===== src/rtl/rf_arb_pkg.sv =====
// Shared widths, x0 constant and response-tracker entry for the register-file arbiter.
// Pure declarations; no timing or flow control of its own.
package rf_arb_pkg;
  localparam int RF_ADDR_W = 5;
  localparam int RF_DATA_W = 32;
  localparam int ID_W = 3;
  localparam logic [RF_ADDR_W-1:0] REG_X0 = 5'd0;

  typedef struct packed {
    logic            valid;
    logic [ID_W-1:0] id;
    logic            is_x0;
  } rsp_trk_t;
endpackage


===== src/rtl/rr_picker.sv =====
// Rotate-priority one-hot selector: first candidate at or after rr_ptr, wrapping.
// Purely combinational; a zero candidate mask yields a zero winner.
module rr_picker #(
  parameter int N_REQ = 3,
  parameter int PTR_W = 2
) (
  input  logic [N_REQ-1:0] cand,
  input  logic [PTR_W-1:0] rr_ptr,
  output logic [N_REQ-1:0] win
);
  logic found;

  always_comb begin
    win   = '0;
    found = 1'b0;
    // Upper segment (at or after the pointer) first, then the wrapped lower segment.
    for (int i = 0; i < N_REQ; i++) begin
      if (!found && cand[i] && (PTR_W'(i) >= rr_ptr)) begin
        win[i] = 1'b1;
        found  = 1'b1;
      end
    end
    for (int i = 0; i < N_REQ; i++) begin
      if (!found && cand[i] && (PTR_W'(i) < rr_ptr)) begin
        win[i] = 1'b1;
        found  = 1'b1;
      end
    end
  end
endmodule


===== src/rtl/rf_access_arbiter.sv =====
// Round-robin arbiter sharing one single-ported register file; x0 handled locally.
// Grant is same-cycle, RF strobe one cycle later, read data two cycles after grant; losers hold req.
module rf_access_arbiter
  import rf_arb_pkg::*;
#(
  parameter int N_REQ    = 3,
  parameter bit WR_FIRST = 1'b1
) (
  input  logic                       clk,
  input  logic                       rst,
  input  logic [N_REQ-1:0]           req,
  input  logic [N_REQ-1:0]           req_we,
  input  logic [N_REQ*RF_ADDR_W-1:0] req_addr,
  input  logic [N_REQ*RF_DATA_W-1:0] req_wdata,
  output logic [N_REQ-1:0]           gnt,
  output logic [N_REQ-1:0]           rsp_valid,
  output logic [RF_DATA_W-1:0]       rsp_data,
  output logic                       RF_chip_enable,
  output logic                       RF_write_enable,
  output logic [RF_ADDR_W-1:0]       RF_rs1_address,
  output logic [RF_ADDR_W-1:0]       RF_WR_add,
  output logic [RF_DATA_W-1:0]       RF_WriteData,
  input  logic [RF_DATA_W-1:0]       RF_reg1_data
);
  localparam int PTR_W = $clog2(N_REQ);

  logic [PTR_W-1:0]     rr_ptr;
  logic [PTR_W-1:0]     win_idx;
  logic [N_REQ-1:0]     wr_pend;
  logic [N_REQ-1:0]     cand;
  logic [N_REQ-1:0]     win;
  logic                 win_we;
  logic [RF_ADDR_W-1:0] win_addr;
  logic [RF_DATA_W-1:0] win_wdata;
  logic                 any_gnt;
  logic                 win_x0;
  rsp_trk_t             trk1;
  rsp_trk_t             trk2;

  assign wr_pend = req & req_we;
  assign cand    = (WR_FIRST && (|wr_pend)) ? wr_pend : req;

  rr_picker #(
    .N_REQ(N_REQ),
    .PTR_W(PTR_W)
  ) u_picker (
    .cand  (cand),
    .rr_ptr(rr_ptr),
    .win   (win)
  );

  // A request seen while reset is asserted must not be granted.
  assign gnt     = rst ? '0 : win;
  assign any_gnt = |gnt;

  always_comb begin
    win_idx   = '0;
    win_we    = 1'b0;
    win_addr  = '0;
    win_wdata = '0;
    for (int i = 0; i < N_REQ; i++) begin
      if (win[i]) begin
        win_idx   = PTR_W'(i);
        win_we    = req_we[i];
        win_addr  = req_addr[i*RF_ADDR_W +: RF_ADDR_W];
        win_wdata = req_wdata[i*RF_DATA_W +: RF_DATA_W];
      end
    end
  end

  assign win_x0 = (win_addr == REG_X0);

  always_ff @(posedge clk) begin
    if (rst) begin
      rr_ptr          <= '0;
      RF_chip_enable  <= 1'b0;
      RF_write_enable <= 1'b0;
      RF_rs1_address  <= '0;
      RF_WR_add       <= '0;
      RF_WriteData    <= '0;
      trk1            <= '0;
      trk2            <= '0;
    end else begin
      // x0 accesses are granted but never reach the register file.
      RF_chip_enable  <= any_gnt && !win_x0;
      RF_write_enable <= any_gnt && win_we && !win_x0;
      if (any_gnt) begin
        rr_ptr         <= (win_idx == PTR_W'(N_REQ-1)) ? '0 : win_idx + 1'b1;
        RF_rs1_address <= win_addr;
        RF_WR_add      <= win_addr;
        RF_WriteData   <= win_wdata;
      end
      trk1.valid <= any_gnt && !win_we;
      trk1.id    <= ID_W'(win_idx);
      trk1.is_x0 <= win_x0;
      trk2       <= trk1;
    end
  end

  always_comb begin
    for (int i = 0; i < N_REQ; i++) begin
      rsp_valid[i] = trk2.valid && (trk2.id == ID_W'(i));
    end
    rsp_data = (trk2.valid && !trk2.is_x0) ? RF_reg1_data : '0;
  end
endmodule


===== config.mk =====
export PLATFORM = sky130hd
export DESIGN_NAME = rf_access_arbiter
export DESIGN_NICKNAME = d
export VERILOG_FILES = /design/src/rtl/rf_arb_pkg.sv /design/src/rtl/rr_picker.sv /design/src/rtl/rf_access_arbiter.sv
export SDC_FILE = /design/constraint.sdc
export NUM_CORES = 1
export LEC_CHECK = 0
export ABC_AREA = 1
export CORE_MARGIN = 5
export CORE_UTILIZATION = 36
export CTS_CLUSTER_SIZE = 40
export DETAILED_ROUTE_END_ITERATION = 10
export PLACE_DENSITY_LB_ADDON = 0.08
export SETUP_SLACK_MARGIN = 0.05
export SLEW_MARGIN = 15
export SYNTH_ARGS = -nofsm -noshare
export SYNTH_HDL_FRONTEND = slang
export SYNTH_HIERARCHICAL = 1
export SYNTH_SLANG_ARGS = --single-unit

===== constraint.sdc =====
create_clock -name clk -period 6.1 [get_ports clk]
set_input_delay 1.525 -clock clk [delete_from_list [all_inputs] [get_ports clk]]
set_output_delay 1.525 -clock clk [all_outputs]
set_load 0.02 [all_outputs]

; Word level (Yosys, flattened, before mapping)
; Cells that the tools add are included.
; Widths: inputs -> output; s select.
[word_totals]
register_bits = 51
inputBits = 151
output_inout_bits = 82
[classes]
n_addsub = 1
magnitude_cmp = 6
n_eq_ne = 3
n_mux = 25
bitwise = 1
reduce_logical = 31
[ops]
columns = operator, count
row1 = $mux 32, 4
row2 = $logic_and 1x1->1, 19
row3 = $mux 5, 3
row4 = $mux 1, 14
row5 = $logic_not 1->1, 8
row6 = $mux 3, 2
row7 = $reduce_or 3->1, 2
row8 = $logic_not 5->1, 1
row9 = $ge 1x2->1 const A, 2
row10 = $lt 1x2->1 const A, 2
row11 = $mux 2, 2
row12 = $and 3x3->3, 1
row13 = $eq 3x1->1 const B, 1
row14 = $eq 3x2->1 const B, 1
row15 = $logic_not 3->1, 1
row16 = $add 2x1->2 const B, 1
row17 = $eq 2x2->1 const B, 1
row18 = $ge 2x2->1 const A, 1
row19 = $lt 2x2->1 const A, 1

; Depth between registers and ports, before layout
; Gate-level depths: netlist of the first run.
[logic_depth]
word_depth = 29
mapped_depth = 16

; Modules after synthesis
; Netlist of the first run, hierarchy kept.
[modules_own_cells]
columns = module, n_inst, cells_per_inst, area_each_um2, seq_area_each_um2
row1 = rf_access_arbiter, 1, 498, 2879.0, 980.9
row2 = rr_picker, 1, 20, 85.1, 0.0

; Worst setup path before layout of the first run
; OpenSTA, ideal clock, no wires.
[synth_timing]
path_type = input -> output
start = input port req_we[2]
end = output port gnt[0]
arrival_ps = 2944
required_ps = 4575
slack_ps = 1631
path_stages = 9
cell_sequence = inv_1 > o221ai_1 > o21ai_0 > nand2_1 > nand2_1 > clkbuf_2 > nand2_1 > inv_1 > buf_2
[synth_between]
elab_chain_len = 18
[synth_lines]
columns = element, line
row1 = "start, declared", rf_access_arbiter.sv:12  ; input logic [N_REQ-1:0] req_we,
row2 = $and 3x3->3 *, rf_access_arbiter.sv:40  ; assign wr_pend = req & req_we;
row3 = $reduce_or 3->1 *, rf_access_arbiter.sv:41  ; assign cand = (WR_FIRST && (|wr_pend)) ? wr_pend : req;
row4 = $mux 3 *, rf_access_arbiter.sv:41
row5 = named net cand[0], rf_access_arbiter.sv:30  ; logic [N_REQ-1:0] cand;
row6 = $logic_and 1x1->1, rr_picker.sv:18  ; if (!found && cand[i] && (PTR_W'(i) >= rr_ptr)) begin
row7 = $mux 1, rr_picker.sv:18
row8 = $logic_not 1->1, rr_picker.sv:18
row9 = $logic_and 1x1->1 (2 in series), rr_picker.sv:18
row10 = $mux 1, rr_picker.sv:18
row11 = $logic_not 1->1, rr_picker.sv:18
row12 = $logic_and 1x1->1 (2 in series), rr_picker.sv:18
row13 = $mux 1, rr_picker.sv:18
row14 = $logic_not 1->1, rr_picker.sv:24  ; if (!found && cand[i] && (PTR_W'(i) < rr_ptr)) begin
row15 = $logic_and 1x1->1 (2 in series), rr_picker.sv:24
row16 = $mux 1 *, rr_picker.sv:24
row17 = named net win[0], rf_access_arbiter.sv:31  ; logic [N_REQ-1:0] win;
row18 = $mux 3 *, rf_access_arbiter.sv:53  ; assign gnt = rst ? '0 : win;
row19 = "end, declared", rf_access_arbiter.sv:15  ; output logic [N_REQ-1:0] gnt,
; Mark *: on every way through the listed nets, which the timed path passes. The rest lies on a longest branch.

; Worst setup path after layout of the first run
[layout_timing]
start = input port req_we[1]
end = output port gnt[1]
[layout_between]
elab_chain_len = 22
elab_cells_between_ends = 23
[layout_lines]
columns = element, line
row1 = $and 3x3->3 *, rf_access_arbiter.sv:40
row2 = $reduce_or 3->1 *, rf_access_arbiter.sv:41
row3 = $mux 3 *, rf_access_arbiter.sv:41
row4 = named net cand[0], rf_access_arbiter.sv:30
row5 = $logic_and 1x1->1, rr_picker.sv:18
row6 = $mux 1, rr_picker.sv:18
row7 = $logic_not 1->1, rr_picker.sv:18
row8 = $logic_and 1x1->1 (2 in series), rr_picker.sv:18
row9 = [5 not listed], -
row10 = $logic_not 1->1, rr_picker.sv:24
row11 = $logic_and 1x1->1 (2 in series), rr_picker.sv:24
row12 = $mux 1, rr_picker.sv:24
row13 = $logic_not 1->1, rr_picker.sv:24
row14 = $logic_and 1x1->1 (2 in series), rr_picker.sv:24
row15 = $mux 1 *, rr_picker.sv:24
row16 = named net win[1], rf_access_arbiter.sv:31
row17 = $mux 3 *, rf_access_arbiter.sv:53
; Marked as above.

==> metrics.yaml, run 1 <==
worst_path_most_repeated_cell: "clkdlybuf4s50_1"
wl_per_cell_um: 14.5
core_um2: 8130
ys_warn_count: 6
hold_viol_final: 0
wl_mm: 12.1
grt_use_total: 0.233
finalSetupTns_ns: 0
boundaryPins: 233
crit_type: "input port to primary output"
syn_area_um2: 2960
r2r_setup_slack_ns: 3.30
rr_worst_depth: 14
relSlewSlack: 0.572
dieArea_um2: 10100
layout-drive-gt1-share: 0.0316
worstPathMaxFanout: 7
cts_tree: "built"
dp.cells: 826
drc: 0
synthCells: 518
path_delay_family: "buffers and inverters"
ys_seq_elements: 49
mostFrequentLayoutCell: "clkdlybuf4s50_1"
antenna_found_initial: 0
fin_cells: 834
synth_largest_area_cell: "dfxtp_1"
finClkSkew_ns: 0.00950
maxCapViolations: 0
cts_hold_buf: 0
setup_viol: 0
p_per_area_nw_per_um2: 213
report.final.slew_viol_count: 0
crit_slowest_cell: "clkdlybuf4s50_1"
critPathCapture: "gnt[1]"
cp-end-kind: "primary output"
start_kind: "input port"
fillers: 751
syn2layout_area_growth_pct: 81.3
dieWidth_um: 101
hp-start: "trk1[4]"
viasPerCell: 4.72
synth_fp_nets: 669
path_cells: "clkdlybuf4s50_1, inv_1, o221ai_1, o21ai_0, nor2_2, nand3_1, nand2_1, inv_2, nor2_1, clkdlybuf4s50_1"
required_ns: 4.58
cts_buffers: 5
detail-route-antenna-nets: 0
crit_start: "req_we[1]"
fp.dieH_um: 101
p_total_mw: 1.15
drtIter0Drc: 167
clock.fmax_mhz: 185
post-route-period-util: 0.888
drtPass1Iterations: 4
hold_class: "flip-flop to flip-flop"
arrival_ns: 3.89
ctsResizeCount: 0
status: "finished, final reports clean"
hold_slack_ns: 0.403
final_cell_mix: "232 x clkdlybuf4s50_1, 156 x nand2_1, 92 x nor2_1"
gr-total-overflow: 0
grt_pass1_vias: 3884
nets: 879
insertion_delay_ns: 0.31
rows: 33
synth_area_leaders: "dfxtp_1 33%, nand2_1 20%, nand3_1 13%, nor2_1 12%, inv_1 8.0%"
rsz0062_at_grt: "no"
grt_max_degree: 40
grt_pass1_wl_mm: 18.8
total_leakage_power_nw: 2.48
synth_cell_types: 21
post-route-min-period_ns: 5.42
r2r-start: "rr_ptr[1]"
clk_pin_slew_worst_paths_ns: 0.08
avgSynthCellArea_um2: 5.72
io_buffer_count: 232
ff_latch_area_um2: 981
vias: 3935
yosysSeqAreaShare: 0.331
multi_input_area_um2: 1550
cpPeakStageDelay_ns: 0.62
cts_root_buffer: "clkbuf_8"
antennaDiodeCount: 0
hpwl_mm: 9.46
worstSetupPathDepth: 10
start_util: 0.364
htree_levels: 2
gp_congestion: 0.838
crit_buf_inv: 4
synth_top_area_share: 0.331
r2r-end: "RF_WriteData[10]"
clk_path_buf_depth: 2
worst_ir_drop_vdd_v: 0.000102
cts.sinks: 49
worst_pin_slew_ns: 0.642
cts_setup_buffers: 0
synth_stat cells:
library cell / count
o221ai_1: 1
nand2_1: 156
inv_1: 63
dfxtp_1: 49
buf_2: 18
inv_2: 4
nand2_2: 1
nor2_4: 1
buf_1: 1
or2_2: 1
o211ai_1: 1
clkbuf_1: 10
nor3_1: 4
nor2_1: 92
o21ai_4: 1
o21ai_0: 23
buf_4: 6
clkbuf_2: 1
a21oi_1: 8
nor2_2: 2
nand3_1: 75
how the worst min path moves through the flow:
stage,depth (start not counted),slack (ns),endpoint
after floorplan,2,0.39,trk2[0]
after global placement,2,0.39,trk2[2]
after detailed placement,2,0.39,trk2[4]
after CTS,2,0.40,trk2[4]
after global routing,2,0.43,trk2[0]
final,2,0.40,trk2[4]
state kept, by name, indices dropped and copies added, names as in the netlist:
signal           cells
RF_WriteData        32
RF_WR_add            5
trk1                 4
trk2                 4
rr_ptr               2
RF_chip_enable       1
RF_write_enable      1
metrics by stage:
step,cell area [um2],util,worst slack (ns)
floorplan,2960,-,1.63
global placement,5290,0.650,0.790
detailed placement,5290,0.650,0.708
CTS,5370,0.661,0.708
global route,5370,0.661,0.432
finish,5370,0.661,0.682
cells by family (layout without fill, tap and decap cells):
group           Yosys count  after routing  synth area share
buf+inv                 103            314             0.146
compound gates           34             34            0.0633
flops                    49             49             0.331
simple gates            332            332             0.460
layout make-up:
class,count,area share
Inverter,67,0.0468
Clock inverter,1,0.00140
Sequential cell,49,0.183
Tap cell,105,0.0245
Timing Repair Buffer,239,0.442
Multi-Input combinational cell,366,0.289
Clock buffer,7,0.0142
worst reg2reg max path: cells and delay by family (launching register included):
| family | cells | cell delay (ns) |
|---|---|---|
| buf+inv | 5 | 1.21 |
| simple gates | 8 | 0.67 |
| compound gates | 1 | 0.47 |
| flops | 1 | 0.35 |
power by group:
part | switching [mW] | total [mW] | internal [mW]
sequential | 0.0232 | 0.389 | 0.366
clock | 0.108 | 0.190 | 0.0814
combinational | 0.305 | 0.567 | 0.262
total | 0.436 | 1.15 | 0.709
per-layer routing:
| metal | global-route usage | up-vias | part of all wire |
|---|---|---|---|
| li1 | - | 1992 | - |
| met2 | 0.428 | 183 | 0.50 |
| met1 | 0.255 | 1741 | 0.39 |
| met3 | 0.0692 | 19 | 0.096 |
| met4 | 0.0694 | 0 | 0.016 |
| met5 | 0 | - | 0 |
No activity file was read; power rests on OpenSTA's default activity.
==> inputs of run 2 (changes only) <==
GPL_TIMING_DRIVEN = 0   (was not set)
==> metrics.yaml, run 2 (same netlist as run 1, synthesis figures left out) <==
wl_mm: 12.2  # +1.1%
setup_viol: 0  # unchanged
finClkSkew_ns: 0.0116  # +0.00211 ns
largest_register: "RF_WriteData"
crit_type: "input port to primary output"
rows: 33  # unchanged
start_util: 0.364  # unchanged
gr-total-overflow: 0  # unchanged
final_cell_area_um2: 5500  # +2.4%
layout-drive-gt1-share: 0.0541  # +0.0225
total_leakage_power_nw: 2.58  # +3.7%
fp.dieH_um: 101  # unchanged
gp_congestion: 0.831  # -0.84%
drtPass1Iterations: 6  # +2
largestRegisters: "RF_WriteData (32), RF_WR_add (5)"
hold_class: "flip-flop to flip-flop"
wl_per_cell_um: 14.1  # -2.3%
dieArea_um2: 10100  # unchanged
cts.sinks: 49  # unchanged
place_area_um2: 5420  # +2.4%
worst_pin_slew_ns: 0.500  # -0.142 ns
post-route-period-util: 0.968  # +0.0794
largest_reg_flops: 32  # unchanged
cts_root_buffer: "clkbuf_8"
finalSetupTns_ns: 0  # unchanged
core_um2: 8130  # unchanged
rsz0062_at_grt: "no"
final_util: 0.676  # +0.0158
relSlewSlack: 0.667  # +0.0951
p_per_area_nw_per_um2: 213  # -0.28%
p_total_mw: 1.17  # +2.1%
clk_path_buf_depth: 2  # unchanged
grt_max_degree: 15  # -63%
report.final.slew_viol_count: 0  # unchanged
hpwl_mm: 10.1  # +7.0%
insertion_delay_ns: 0.30  # about the same
cp-end-kind: "primary output"
antennaDiodeCount: 0  # unchanged
hold_viol_final: 0  # unchanged
final_cell_mix: "232 x clkdlybuf4s50_1, 156 x nand2_1, 92 x nor2_1"
drc: 0  # unchanged
antenna_found_initial: 0  # unchanged
nets: 908  # +3.3%
maxCapViolations: 0  # unchanged
worst_ir_drop_vdd_v: 0.000114  # +12%
detail-route-antenna-nets: 0  # unchanged
start_kind: "input port"
io_buffer_count: 232  # unchanged
vias: 4001  # +1.7%
cts_tree: "built"
mostFrequentLayoutCell: "clkdlybuf4s50_1"
post-route-min-period_ns: 5.90  # +0.485 ns
cts_buffers: 5  # unchanged
drtIter0Drc: 128  # -23%
arrival_ns: 4.38  # +0.49 ns
hold_slack_ns: 0.405  # +0.00152 ns
viasPerCell: 4.64  # -1.7%
critPathCapture: "gnt[0]"
worstPathMaxFanout: 10  # +3
required_ns: 4.58  # about the same
grt_use_total: 0.229  # -0.00321
htree_levels: 2  # unchanged
grt_pass1_wl_mm: 18.8  # unchanged
clk_pin_slew_worst_paths_ns: 0.07  # about the same
grt_pass1_vias: 3917  # +0.85%
clock.fmax_mhz: 169  # -8.2%
boundaryPins: 233  # unchanged
status: "finished, final reports clean"
rr_worst_depth: 11  # -3
dieWidth_um: 101  # unchanged
r2r_setup_slack_ns: 4.09  # +0.79 ns
syn2layout_area_growth_pct: 85.6
r2r-start: "rr_ptr[0]"
crit_start: "req_we[1]"
cts_setup_buffers: 0  # unchanged
r2r-end: "RF_WriteData[21]"
-- run 2: per-layer routing --
layer  part of all wire  track usage  vias up
met5                  0            0        -
met4              0.014       0.0601        0
met3               0.10       0.0734       17
met2               0.49        0.415      174
met1               0.40        0.258     1758
li1                   -            -     2052
-- run 2: worst min-delay path by stage --
stage,startpoint,cells after the start,endpoint,slack (ns)
2_1_floorplan,trk1[0],2,trk2[0],0.39
3_3_place_gp,trk1[2],2,trk2[2],0.39
3_5_place_dp,trk1[4],2,trk2[4],0.39
4_1_cts,trk1[4],2,trk2[4],0.40
5_1_grt,trk1[2],2,trk2[2],0.42
6_report,trk1[4],2,trk2[4],0.40
-- run 2: area by class of cell --
cell class / instances / area (um2)
clock buffer: 7 / 76.3
fill: 769 / 2630
timing repair buffer: 232 / 2320
sequential: 49 / 981
inverter: 67 / 251
tap: 105 / 131
clock inverter: 1 / 7.51
buffer: 36 / 181
multi-input combinational: 366 / 1550
-- run 2: critical path, cell delays in order --
cell             delay (ns)
clkdlybuf4s50_1        0.47
inv_1                  0.06
o221ai_1               0.30
a21oi_1                0.22
nand2_1                0.14
nand3_1                0.11
nand2_1                0.09
clkbuf_2               0.19
nand2_1                0.13
inv_1                  0.23
buf_2                  0.28
clkdlybuf4s50_1        0.64
-- run 2: repair_timing --
item | CTS | global route
gates resized for setup | 0 | 1
hold endpoints to repair | 0 | 0
endpoints found under the setup margin | 0 | 1
hold buffers | 0 | 0
-- run 2: power by group --
group          switching (mW)  internal [mW]  total [mW]
Sequential             0.0244          0.366       0.391
Combinational           0.313          0.277       0.591
Clock                   0.107         0.0814       0.188
Total                   0.445          0.725        1.17
-- run 2: metrics by stage --
step,worst slack (ns),instances
global route,0.0632,863
finish,0.197,863
floorplan,1.63,518
CTS,0.169,863
detailed placement,0.169,855
global placement,0.311,855
==> inputs of run 3 (changes only) <==
PLACE_DENSITY = 0.93   (was not set)
PLACE_DENSITY_LB_ADDON = not set   (was 0.08)
==> metrics.yaml, run 3 (same netlist as run 1, synthesis figures left out) <==
status: "finished, final reports clean"
core_um2: 8130  # unchanged
mostFrequentLayoutCell: "clkdlybuf4s50_1"
min_path_cells: 2  # unchanged
hpwl_mm: 10.8  # +6.2%
grt_pass1_vias: 4074  # +4.0%
cts_root_buffer: "clkbuf_8"
maxCapViolations: 0  # unchanged
rows: 33  # unchanged
worst_ir_drop_vdd_v: 0.000110  # -3.4%
drtPass1Iterations: 5  # -1
start_util: 0.364  # unchanged
clk_path_buf_depth: 2  # unchanged
total_leakage_power_nw: 2.58  # about the same
htree_levels: 2  # unchanged
dieArea_um2: 10100  # unchanged
hold_slack_ns: 0.402  # -0.00258 ns
cts.sinks: 49  # unchanged
report.final.slew_viol_count: 0  # unchanged
hold_class: "flip-flop to flip-flop"
drc: 0  # unchanged
arrival_ns: 4.25  # -0.13 ns
hp-start: "trk1[4]"
clk_pin_slew_worst_paths_ns: 0.08  # about the same
antennaDiodeCount: 0  # unchanged
grt_max_degree: 14  # -1
largest_register: "RF_WriteData"
post-route-period-util: 0.946  # -0.0218
antenna_found_initial: 0  # unchanged
detail-route-antenna-nets: 0  # unchanged
fp.dieH_um: 101  # unchanged
dieWidth_um: 101  # unchanged
drtIter0Drc: 163  # +27%
finClkSkew_ns: 0.00843  # -0.00318 ns
cts_buffers: 5  # unchanged
r2r-start: "rr_ptr[1]"
worstPathMaxFanout: 10  # unchanged
r2r_setup_slack_ns: 4.09  # about the same
p_per_area_nw_per_um2: 213  # +0.21%
setup_viol: 0  # unchanged
hold_viol_final: 0  # unchanged
wl_per_cell_um: 14.9  # +5.4%
boundaryPins: 233  # unchanged
post-route-min-period_ns: 5.77  # -0.133 ns
crit_type: "input port to primary output"
io_buffer_count: 232  # unchanged
largest_reg_flops: 32  # unchanged
syn2layout_area_growth_pct: 85.5  # about the same
cts_setup_buffers: 0  # unchanged
nets: 908  # unchanged
vias: 4121  # +3.0%
relSlewSlack: 0.681  # +0.0143
grt_pass1_wl_mm: 19.5  # +3.6%
final_util: 0.676  # about the same
clock.fmax_mhz: 173  # +2.3%
layout-drive-gt1-share: 0.0528  # -0.00132
wl_mm: 12.8  # +5.4%
cp-end-kind: "primary output"
insertion_delay_ns: 0.30  # about the same
largestRegisters: "RF_WriteData (32), RF_WR_add (5)"
cts_tree: "built"
worst_pin_slew_ns: 0.478  # -0.0215 ns
required_ns: 4.58  # about the same
rsz0062_at_grt: "no"
gp_congestion: 0.930  # +12%
r2r-end: "RF_WriteData[29]"
grt_use_total: 0.242  # +0.0121
rr_worst_depth: 14  # +3
gr-total-overflow: 0  # unchanged
finalSetupTns_ns: 0  # unchanged
start_kind: "input port"
viasPerCell: 4.78  # +3.0%
final_cell_mix: "232 x clkdlybuf4s50_1, 156 x nand2_1, 92 x nor2_1"
hold-path-endpoint: "trk2[4]"
==> run 3: cell type report <==
class / count / area [um2]
plain buffers: 36 / 181
clock buffers: 8 / 80.1
fillers: 701 / 2640
inverters: 67 / 251
multi-input cells: 366 / 1550
flip-flops and latches: 49 / 981
well taps: 105 / 131
repair buffers: 232 / 2320
==> run 3: worst max path at each step <==
stage | from | slack, ns | end
2_1_floorplan | req_we[2] | 1.63 | gnt[0]
3_3_place_gp | req_we[1] | 0.28 | gnt[0]
3_5_place_dp | req_we[1] | 0.23 | gnt[0]
4_1_cts | req_we[1] | 0.21 | gnt[0]
5_1_grt | req_we[1] | 0.12 | gnt[0]
6_report | req_we[1] | 0.33 | gnt[0]
==> run 3: per-layer routing <==
layer / part of all wire / GRT usage
met2: 0.50 / 0.445
met5: 0 / 0
met3: 0.099 / 0.0644
met4: 0.034 / 0.102
met1: 0.36 / 0.257
==> run 3: where the power goes <==
| part | internal (mW) | switching (mW) |
|---|---|---|
| Combinational | 0.277 | 0.319 |
| Clock | 0.0817 | 0.102 |
| Sequential | 0.366 | 0.0255 |
==> run 3: repair_timing <==
action | 4_1_cts | 5_1_grt
gates resized for setup | 0 | 1
setup endpoints to repair | 0 | 1
hold buffers | 0 | 0
==> run 3: metrics by stage <==
stage	setup slack [ns]	std cells	area, um2	total power [mW]
3_3_place_gp	0.280	855	5420	0.982
5_1_grt	0.125	863	5500	1.25
6_report	0.330	863	5500	1.17
3_5_place_dp	0.231	855	5420	0.995
2_1_floorplan	1.63	518	2960	0.697
4_1_cts	0.212	863	5500	1.18
==> run 3: critical path, cell delays in order <==
cell and delay, ns:
clkdlybuf4s50_1 0.47, inv_1 0.06, o221ai_1 0.27, a21oi_1 0.19, nand2_1 0.13, nand3_1 0.09, nand2_1 0.08, clkbuf_2 0.18
nand2_1 0.13, inv_1 0.22, buf_2 0.27, clkdlybuf4s50_1 0.64
